===== config.mk =====
export PLATFORM = sky130hd
export DESIGN_NAME = cache_mem_arbiter
export DESIGN_NICKNAME = d
export VERILOG_FILES = /design/src/rtl/cache_mem_arbiter_pkg.sv /design/src/rtl/cache_mem_arbiter_watchdog.sv /design/src/rtl/cache_mem_arbiter.sv
export SDC_FILE = /design/constraint.sdc
export NUM_CORES = 1
export LEC_CHECK = 0
export ABC_AREA = 1
export BUFFER_PORTS_ARGS = -buffer_cell sky130_fd_sc_hd__buf_2
export CORE_AREA = 2 2 535 537
export DETAILED_ROUTE_END_ITERATION = 6
export DIE_AREA = 0 0 537 539
export MAX_ROUTING_LAYER = met4
export PLACE_DENSITY_LB_ADDON = 0.12
export SYNTH_ARGS = -nofsm -noshare
export SYNTH_HDL_FRONTEND = slang
export SYNTH_SLANG_ARGS = --single-unit

===== constraint.sdc =====
create_clock -name clk -period 1.7 [get_ports clk]
set_input_delay 0.255 -clock clk [delete_from_list [all_inputs] [get_ports clk]]
set_output_delay 0.255 -clock clk [all_outputs]
set_load 0.05 [all_outputs]

===== src/rtl/cache_mem_arbiter_pkg.sv =====
// Shared types and widths for the cache / memory arbiter, the caches and
// the cacheline adaptor.
package cache_arb_types;

  localparam int unsigned CACHE_LINE_WIDTH  = 256;
  localparam int unsigned CACHE_ADDR_WIDTH  = 32;
  localparam int unsigned CACHE_OFFSET_BITS = 5;

  typedef enum logic [2:0] {
    IDLE,
    I_MEM,
    D_RD,
    D_WR,
    RESP
  } arb_state_t;

  typedef enum logic {
    ICACHE,
    DCACHE
  } requester_t;

endpackage


===== src/rtl/cache_mem_arbiter_watchdog.sv =====
// Response watchdog: counts cycles spent waiting on memory and flags expiry
// on the last allowed cycle. TIMEOUT_CYCLES == 0 disables it.
module arb_watchdog #(
  parameter int unsigned TIMEOUT_CYCLES = 1024
) (
  input  logic clk,
  input  logic rst,
  input  logic start,
  input  logic run,
  input  logic clear,
  output logic expire
);

  localparam int unsigned CW = (TIMEOUT_CYCLES > 1) ? $clog2(TIMEOUT_CYCLES) : 1;
  localparam logic [CW-1:0] LAST = (TIMEOUT_CYCLES == 0) ? '0 : CW'(TIMEOUT_CYCLES - 1);

  logic [CW-1:0] count;

  // Count only while a memory transaction is outstanding; restart otherwise.
  always_ff @(posedge clk) begin
    if (!rst || start || clear || !run) begin
      count <= '0;
    end else begin
      count <= count + CW'(1);
    end
  end

  assign expire = (TIMEOUT_CYCLES != 0) && run && (count == LAST);

endmodule


===== src/rtl/cache_mem_arbiter.sv =====
// Arbitrates the icache and dcache onto a single line-wide memory port,
// one transaction at a time, and returns the response to the owner.
import cache_arb_types::*;

module cache_mem_arbiter #(
  parameter int unsigned LINE_WIDTH     = CACHE_LINE_WIDTH,
  parameter int unsigned ADDR_WIDTH     = CACHE_ADDR_WIDTH,
  parameter int unsigned OFFSET_BITS    = CACHE_OFFSET_BITS,
  parameter int unsigned ROUND_ROBIN    = 1,
  parameter int unsigned TIMEOUT_CYCLES = 1024
) (
  input  logic                  clk,
  input  logic                  rst,
  input  logic                  i_read,
  input  logic [ADDR_WIDTH-1:0] i_address,
  output logic [LINE_WIDTH-1:0] i_rdata,
  output logic                  i_resp,
  input  logic                  d_read,
  input  logic                  d_write,
  input  logic [ADDR_WIDTH-1:0] d_address,
  input  logic [LINE_WIDTH-1:0] d_wdata,
  output logic [LINE_WIDTH-1:0] d_rdata,
  output logic                  d_resp,
  output logic                  mem_read,
  output logic                  mem_write,
  output logic [ADDR_WIDTH-1:0] mem_address,
  output logic [LINE_WIDTH-1:0] mem_wdata,
  input  logic [LINE_WIDTH-1:0] mem_rdata,
  input  logic                  mem_resp,
  output logic                  err
);

  localparam logic [ADDR_WIDTH-1:0] LINE_MASK =
    {{(ADDR_WIDTH-OFFSET_BITS){1'b1}}, {OFFSET_BITS{1'b0}}};

  arb_state_t state;
  requester_t last_grant;

  logic d_req;
  logic any_req;
  logic grant_d;
  logic in_mem;
  logic expire;

  assign d_req   = d_read | d_write;
  assign any_req = i_read | d_req;
  // dcache wins when alone, under fixed priority, or when icache won last.
  assign grant_d = d_req && (!i_read || (ROUND_ROBIN == 0) || (last_grant == ICACHE));
  assign in_mem  = (state == I_MEM) || (state == D_RD) || (state == D_WR);

  arb_watchdog #(
    .TIMEOUT_CYCLES(TIMEOUT_CYCLES)
  ) u_watchdog (
    .clk    (clk),
    .rst    (rst),
    .start  ((state == IDLE) && any_req),
    .run    (in_mem),
    .clear  (mem_resp),
    .expire (expire)
  );

  // Arbitration and transaction sequencing with registered outputs.
  always_ff @(posedge clk) begin
    if (!rst) begin
      state       <= IDLE;
      last_grant  <= ICACHE;
      mem_read    <= 1'b0;
      mem_write   <= 1'b0;
      i_resp      <= 1'b0;
      d_resp      <= 1'b0;
      err         <= 1'b0;
      mem_address <= '0;
      mem_wdata   <= '0;
      i_rdata     <= '0;
      d_rdata     <= '0;
    end else begin
      i_resp <= 1'b0;
      d_resp <= 1'b0;
      case (state)
        IDLE: begin
          if (any_req) begin
            mem_wdata <= d_wdata;
            if (grant_d) begin
              last_grant  <= DCACHE;
              mem_address <= d_address & LINE_MASK;
              if (d_write) begin
                state     <= D_WR;
                mem_write <= 1'b1;
              end else begin
                state    <= D_RD;
                mem_read <= 1'b1;
              end
            end else begin
              last_grant  <= ICACHE;
              mem_address <= i_address & LINE_MASK;
              state       <= I_MEM;
              mem_read    <= 1'b1;
            end
          end
        end
        I_MEM, D_RD, D_WR: begin
          // A response in the expiry cycle still completes normally.
          if (mem_resp) begin
            mem_read  <= 1'b0;
            mem_write <= 1'b0;
            state     <= RESP;
            if (state == I_MEM) begin
              i_rdata <= mem_rdata;
              i_resp  <= 1'b1;
            end else begin
              d_resp <= 1'b1;
              if (state == D_RD) begin
                d_rdata <= mem_rdata;
              end
            end
          end else if (expire) begin
            mem_read  <= 1'b0;
            mem_write <= 1'b0;
            err       <= 1'b1;
            state     <= IDLE;
          end
        end
        RESP: begin
          state <= IDLE;
        end
        default: begin
          state <= IDLE;
        end
      endcase
    end
  end

endmodule


After elaboration in Yosys (flattened, before gate mapping). Index checks and enable logic that the tools add are counted.

Flip-flop bits (word level): 819. Logic and storage cells: 70. Output and inout bits: 805.

$add $sub $neg: 1. Reductions and logical operators: 23. Bitwise logic cells: 5. Mux-type cells: 20. Eq/ne operators: 9.

Operator list (number): $mux 32 (1); $mux 1 (12); $mux 3 (4); $add 10x1->10 const B (1); $eq 10x10->1 const B (1); $reduce_and 3->1 (3); $reduce_and 4->1 (2); $eq 3x2->1 const B (2); $logic_or 1x1->1 (6); $ne 2x2->1 const B (3); $ne 3x3->1 const B (2); $pmux 3 s2 (1); $reduce_and 5->1 (1); $pmux 1 s2 (2); $reduce_and 2->1 (2); $eq 3x1->1 const B (1); $logic_and 1x1->1 (3); $logic_not 1->1 (3); $logic_not 3->1 (1); $not 1->1 (3); $reduce_or 3->1 (1); $or 1x1->1 (2); $reduce_bool 2->1 (1).

Depth between registers and ports, before layout.
Word-level depth: 7. Gate-level depth with buffers: 10. Gate-level depth less buffers: 9.

Hierarchy. Synthesis repeated with hierarchy kept, for this count alone.

Cells, all modules: 3606. Area, all modules: 28521.1 µm².

Modules (own cells, without submodules): cache_mem_arbiter (area an instance 28084.4 µm², sequential area each 16095.4 µm², instances 1, cells an instance 3546); arb_watchdog (area an instance 436.7 µm², sequential area each 200.2 µm², instances 1, cells an instance 60).

Least setup slack after synthesis. No wires, ideal clock.

Path kind: reg2reg. Start point: register state[0]. End point: register mem_wdata[233]. Setup time: 0.117 ns. Data required time: 1.583 ns. Cell stages (with the launch flop): 8. Data arrival time: 1.280 ns. Path slack: 0.303 ns. Cells stage by stage: dfxtp_1 -> nor2_4 -> nand2_2 -> nor2_4 -> nor2_4 -> buf_4 -> buf_2 -> a22o_1.

Longest elaborated chain between the ends: 2.

RTL lines: start: declaration (line cache_mem_arbiter.sv:36) `arb_state_t state;`; start signal: assignment (line cache_mem_arbiter.sv:65) `state <= IDLE;`; start signal: assignment (line cache_mem_arbiter.sv:87) `state <= D_WR;`; start signal: assignment (line cache_mem_arbiter.sv:90) `state <= D_RD;`; $logic_not 3->1 (line cache_mem_arbiter.sv:79) `case (state)`; $reduce_and 2->1 (no source line); end signal: assignment (line cache_mem_arbiter.sv:82) `mem_wdata <= d_wdata;`; end: declaration (line cache_mem_arbiter.sv:27) `output logic [LINE_WIDTH-1:0] mem_wdata,`.

No other way between the ends. A chain may end at the register's enable or synchronous reset.

Worst setup path in the final report.
Start point: register state[0]. End point: register mem_wdata[190].

Same word-level chain as after synthesis.

==> impl_metrics.py <==
metrics = {
    "status": {
        "status": "complete, but fails checks",
        "violations": "setup timing",
    },
    "critical_path": {
        "crit_top_cell": "nor2_4",
        "cp_slowest_stage_delay_ns": 0.32,
        "r2r-end": "mem_wdata[190]",
        "cp-start-kind": "register",
        "cp_top_family": "buffers and inverters",
        "crit_buf_inv": 4,
        "r2r_cells": 9,
        "crit_cells": 9,
        "crit_start": "state[0]",
        "critical_path_arrival_ns": 2.43,
        "crit_required_ns": 2.42,
        "reg2reg_from": "state[0]",
        "rrSetupSlack_ns": -0.009,
        "crit_slowest_cell": "dfxtp_2",
        "cp_max_fo": 10,
        "crit_end": "mem_wdata[190]",
        "worst-setup-path-type": "reg2reg",
        "worstPathCellList": "buf_6 > nor2_4 > nand2_2 > nor2_4 > nor2_4 > buf_12 > buf_16 > buf_16 > a22o_1",
        "crit_path_end_kind": "register",
    },
    "route": {
        "wire_per_inst_um": 24.1,
        "drc": 0,
        "wirelength_mm": 218,
        "ant_nets": 0,
        "drt_iter0_markers": 1440,
        "drtPass1Iterations": 5,
        "vias": 30800,
        "via_per_inst": 3.39,
    },
    "synthesis": {
        "avgSynthCellArea_um2": 8.90,
        "yosysTopAreaCell": "dfxtp_1",
        "yosys_warnings": 0,
        "ys_seq_area_frac": 0.597,
        "synth_top_area_share": 0.597,
        "syn_inst": 3067,
        "ys_types": 31,
        "synth_area_leaders": "dfxtp_1 60%, nor2_1 14%, o21ai_0 8.8%",
        "syn-cell-area_um2": 27300,
        "ys_seq_elements": 814,
    },
    "floorplan": {
        "ioPinCount": 1387,
        "core_um2": 284000,
        "start_util": 0.0961,
        "row_count": 196,
        "die_area_um2": 289000,
        "fp.dieH_um": 539,
        "die_w_um": 537,
    },
    "clock_tree": {
        "cts_buffers": 119,
        "cts_htree_levels": 3,
        "cts_tree": "done",
        "clock-root-buffer": "clkbuf_16",
        "clk_path_buf_depth": 4,
        "clkTransAtPathRegs_ns": 0.06,
        "clkSinkCount": 814,
        "clk_latency_ns": 0.84,
    },
    "power_and_ir_drop": {
        "leakagePower_nw": 24.3,
        "combPwrFrac": 0.352,
        "pwr-share-clk": 0.329,
        "power_per_cell_area_nw_per_um2": 1310,
        "p_total_mw": 76.6,
        "internal_power_mw": 47.5,
        "irDropWorstVdd_mv": 0.809,
        "switchingPower_mw": 29.1,
        "swShare": 0.380,
        "pwr-share-seq": 0.319,
    },
    "sta": {
        "finalHoldViolCount": 0,
        "fin_crit_ns": 1.71,
        "period_share": 1.01,
        "max_freq_mhz": 585,
        "fin_hold_ws_ns": 0.170,
        "skew_ns": 0.0577,
        "setup_ws_ns": -0.00939,
        "slew_viol_final": 0,
        "finalSetupViolCount": 6,
        "rsz0062_at_grt": "yes",
    },
    "layout": {
        "layout_common_cells": "1025 x nor2_1, 570 x dlygate4sd3_1, 570 x buf_2, 498 x dfxtp_2, 434 x o21ai_0",
        "fin_nets": 5750,
        "final_cell_area_um2": 58500,
        "syn2layout_area_growth_pct": 114,
        "final_common_cell": "nor2_1",
        "fillers": 31500,
        "area.sequential_um2": 17200,
        "drive_gt1_frac": 0.463,
        "multi_input_area_um2": 9740,
    },
    "place": {
        "io_buffers": 1371,
        "dp_hpwl_mm": 173,
        "place_area_um2": 40100,
        "pre_cts_slack_ns": -0.328,
        "place.gp.congestion": 0.926,
    },
    "global_route": {
        "grt_pass1_wl_mm": 281,
        "grtUsageTotal": 0.145,
        "grt_pass1_vias": 31200,
        "antenna_found_initial": 106,
        "grt.overflow.total": 0,
        "grt_max_degree": 84,
    },
    "worst_hold_path": {
        "hp-class": "in2reg",
    },
    "run": {
        "drv_cap": 0,
    },
}
## cells by family after synthesis
| kind of cell | Yosys count | synth area share |
|---|---|---|
| fa+ha+maj | 1 | 0.000458 |
| compound gates | 831 | 0.190 |
| xor+xnor | 1 | 0.000321 |
| simple gates | 1155 | 0.163 |
| other cells | 1 | 0.000137 |
| flops | 814 | 0.597 |
| buf+inv | 264 | 0.0488 |
## per-layer routing
layer / global-route usage / up-vias / wire [um]
met3: 0.0506 / 194 / 19600
met4: 0.0309 / 0 / 4300
met2: 0.225 / 1237 / 98500
met5: - / - / 0
li1: - / 14600 / -
met1: 0.179 / 14800 / 95900
## synthesized netlist by cell type
library cell  instances
nor2_1             1038
dfxtp_1             814
o21ai_0             478
a22o_1              256
clkbuf_1            117
buf_2                94
nand2_1              64
a21oi_1              35
o21ai_1              35
nand3_1              33
a21o_1               27
buf_6                23
inv_1                18
buf_4                 7
nor3_1                4
nor2_4                3
nor3b_1               3
or2_2                 3
buf_8                 2
nand4_1               2
and3_1                1
buf_1                 1
conb_1                1
ha_1                  1
inv_2                 1
inv_4                 1
nand2_2               1
nand2_4               1
nand3_2               1
nor2_2                1
xnor2_1               1
## power groups by stage
stage                     sequential, mW  combinational [mW]  clock [mW]
after global routing                24.7                28.3        27.0
after CTS                           24.4                26.6        26.4
after floorplan                     31.6                4.57           0
after global placement              23.5                21.1           0
after detailed placement            23.6                21.0           0
final                               24.4                27.0        25.2
## what timing repair did
| item | in CTS | in global routing |
|---|---|---|
| setup endpoints to repair | 998 | 418 |
| hold buffers | 570 | 0 |
| endpoints found under the hold margin | 814 | 0 |
| pin swaps | 2 | 2 |
| setup buffers | 19 | 5 |
| gates resized for setup | 2648 | 104 |
| cloned | 0 | 24 |
## cell type report
cell class | count | share of cell area
Sequential cell | 814 | 0.294
Timing Repair Buffer | 2219 | 0.389
Inverter | 20 | 0.00190
Multi-Input combinational cell | 1993 | 0.167
Clock buffer | 178 | 0.0597
Tap cell | 3762 | 0.0805
Antenna cell | 50 | 0.00214
Clock inverter | 40 | 0.00657
## worst register-to-register path: stages (launching register included)
cell and delay, ns:
dfxtp_2 0.32, buf_6 0.11, nor2_4 0.11, nand2_2 0.08, nor2_4 0.18, nor2_4 0.07
buf_12 0.16, buf_16 0.21, buf_16 0.18, a22o_1 0.23
## through the flow
stage	utilization	setup TNS [ns]	cells
after floorplan	-	0	3071
after global placement	0.141	-56.35	8190
after detailed placement	0.141	-58.67	8190
after CTS	0.202	-5.36	8997
after global routing	0.206	-10.54	9069
final	0.206	-0.0290	9076
## registers in the layout, summed over array words and instances (netlist names), 3 cells and up
signal / flops
d_rdata: 256
mem_wdata: 256
mem_address: 27
i_rdata: 256
u_watchdog.count: 10
state: 3
## worst min path at each step
stage                 endpoint  cells past startpoint            start  slack [ns]
5_1_grt         mem_wdata[238]                      3     d_wdata[238]        0.10
3_5_place_dp    mem_address[5]                      1   mem_address[5]        0.43
2_1_floorplan     mem_wdata[0]                      1       d_wdata[0]        0.38
6_report        mem_wdata[238]                      3     d_wdata[238]        0.17
3_3_place_gp   mem_address[17]                      1  mem_address[17]        0.43
4_1_cts         mem_wdata[115]                      3     d_wdata[115]        0.06
Power figures use the tool's default switching activity.
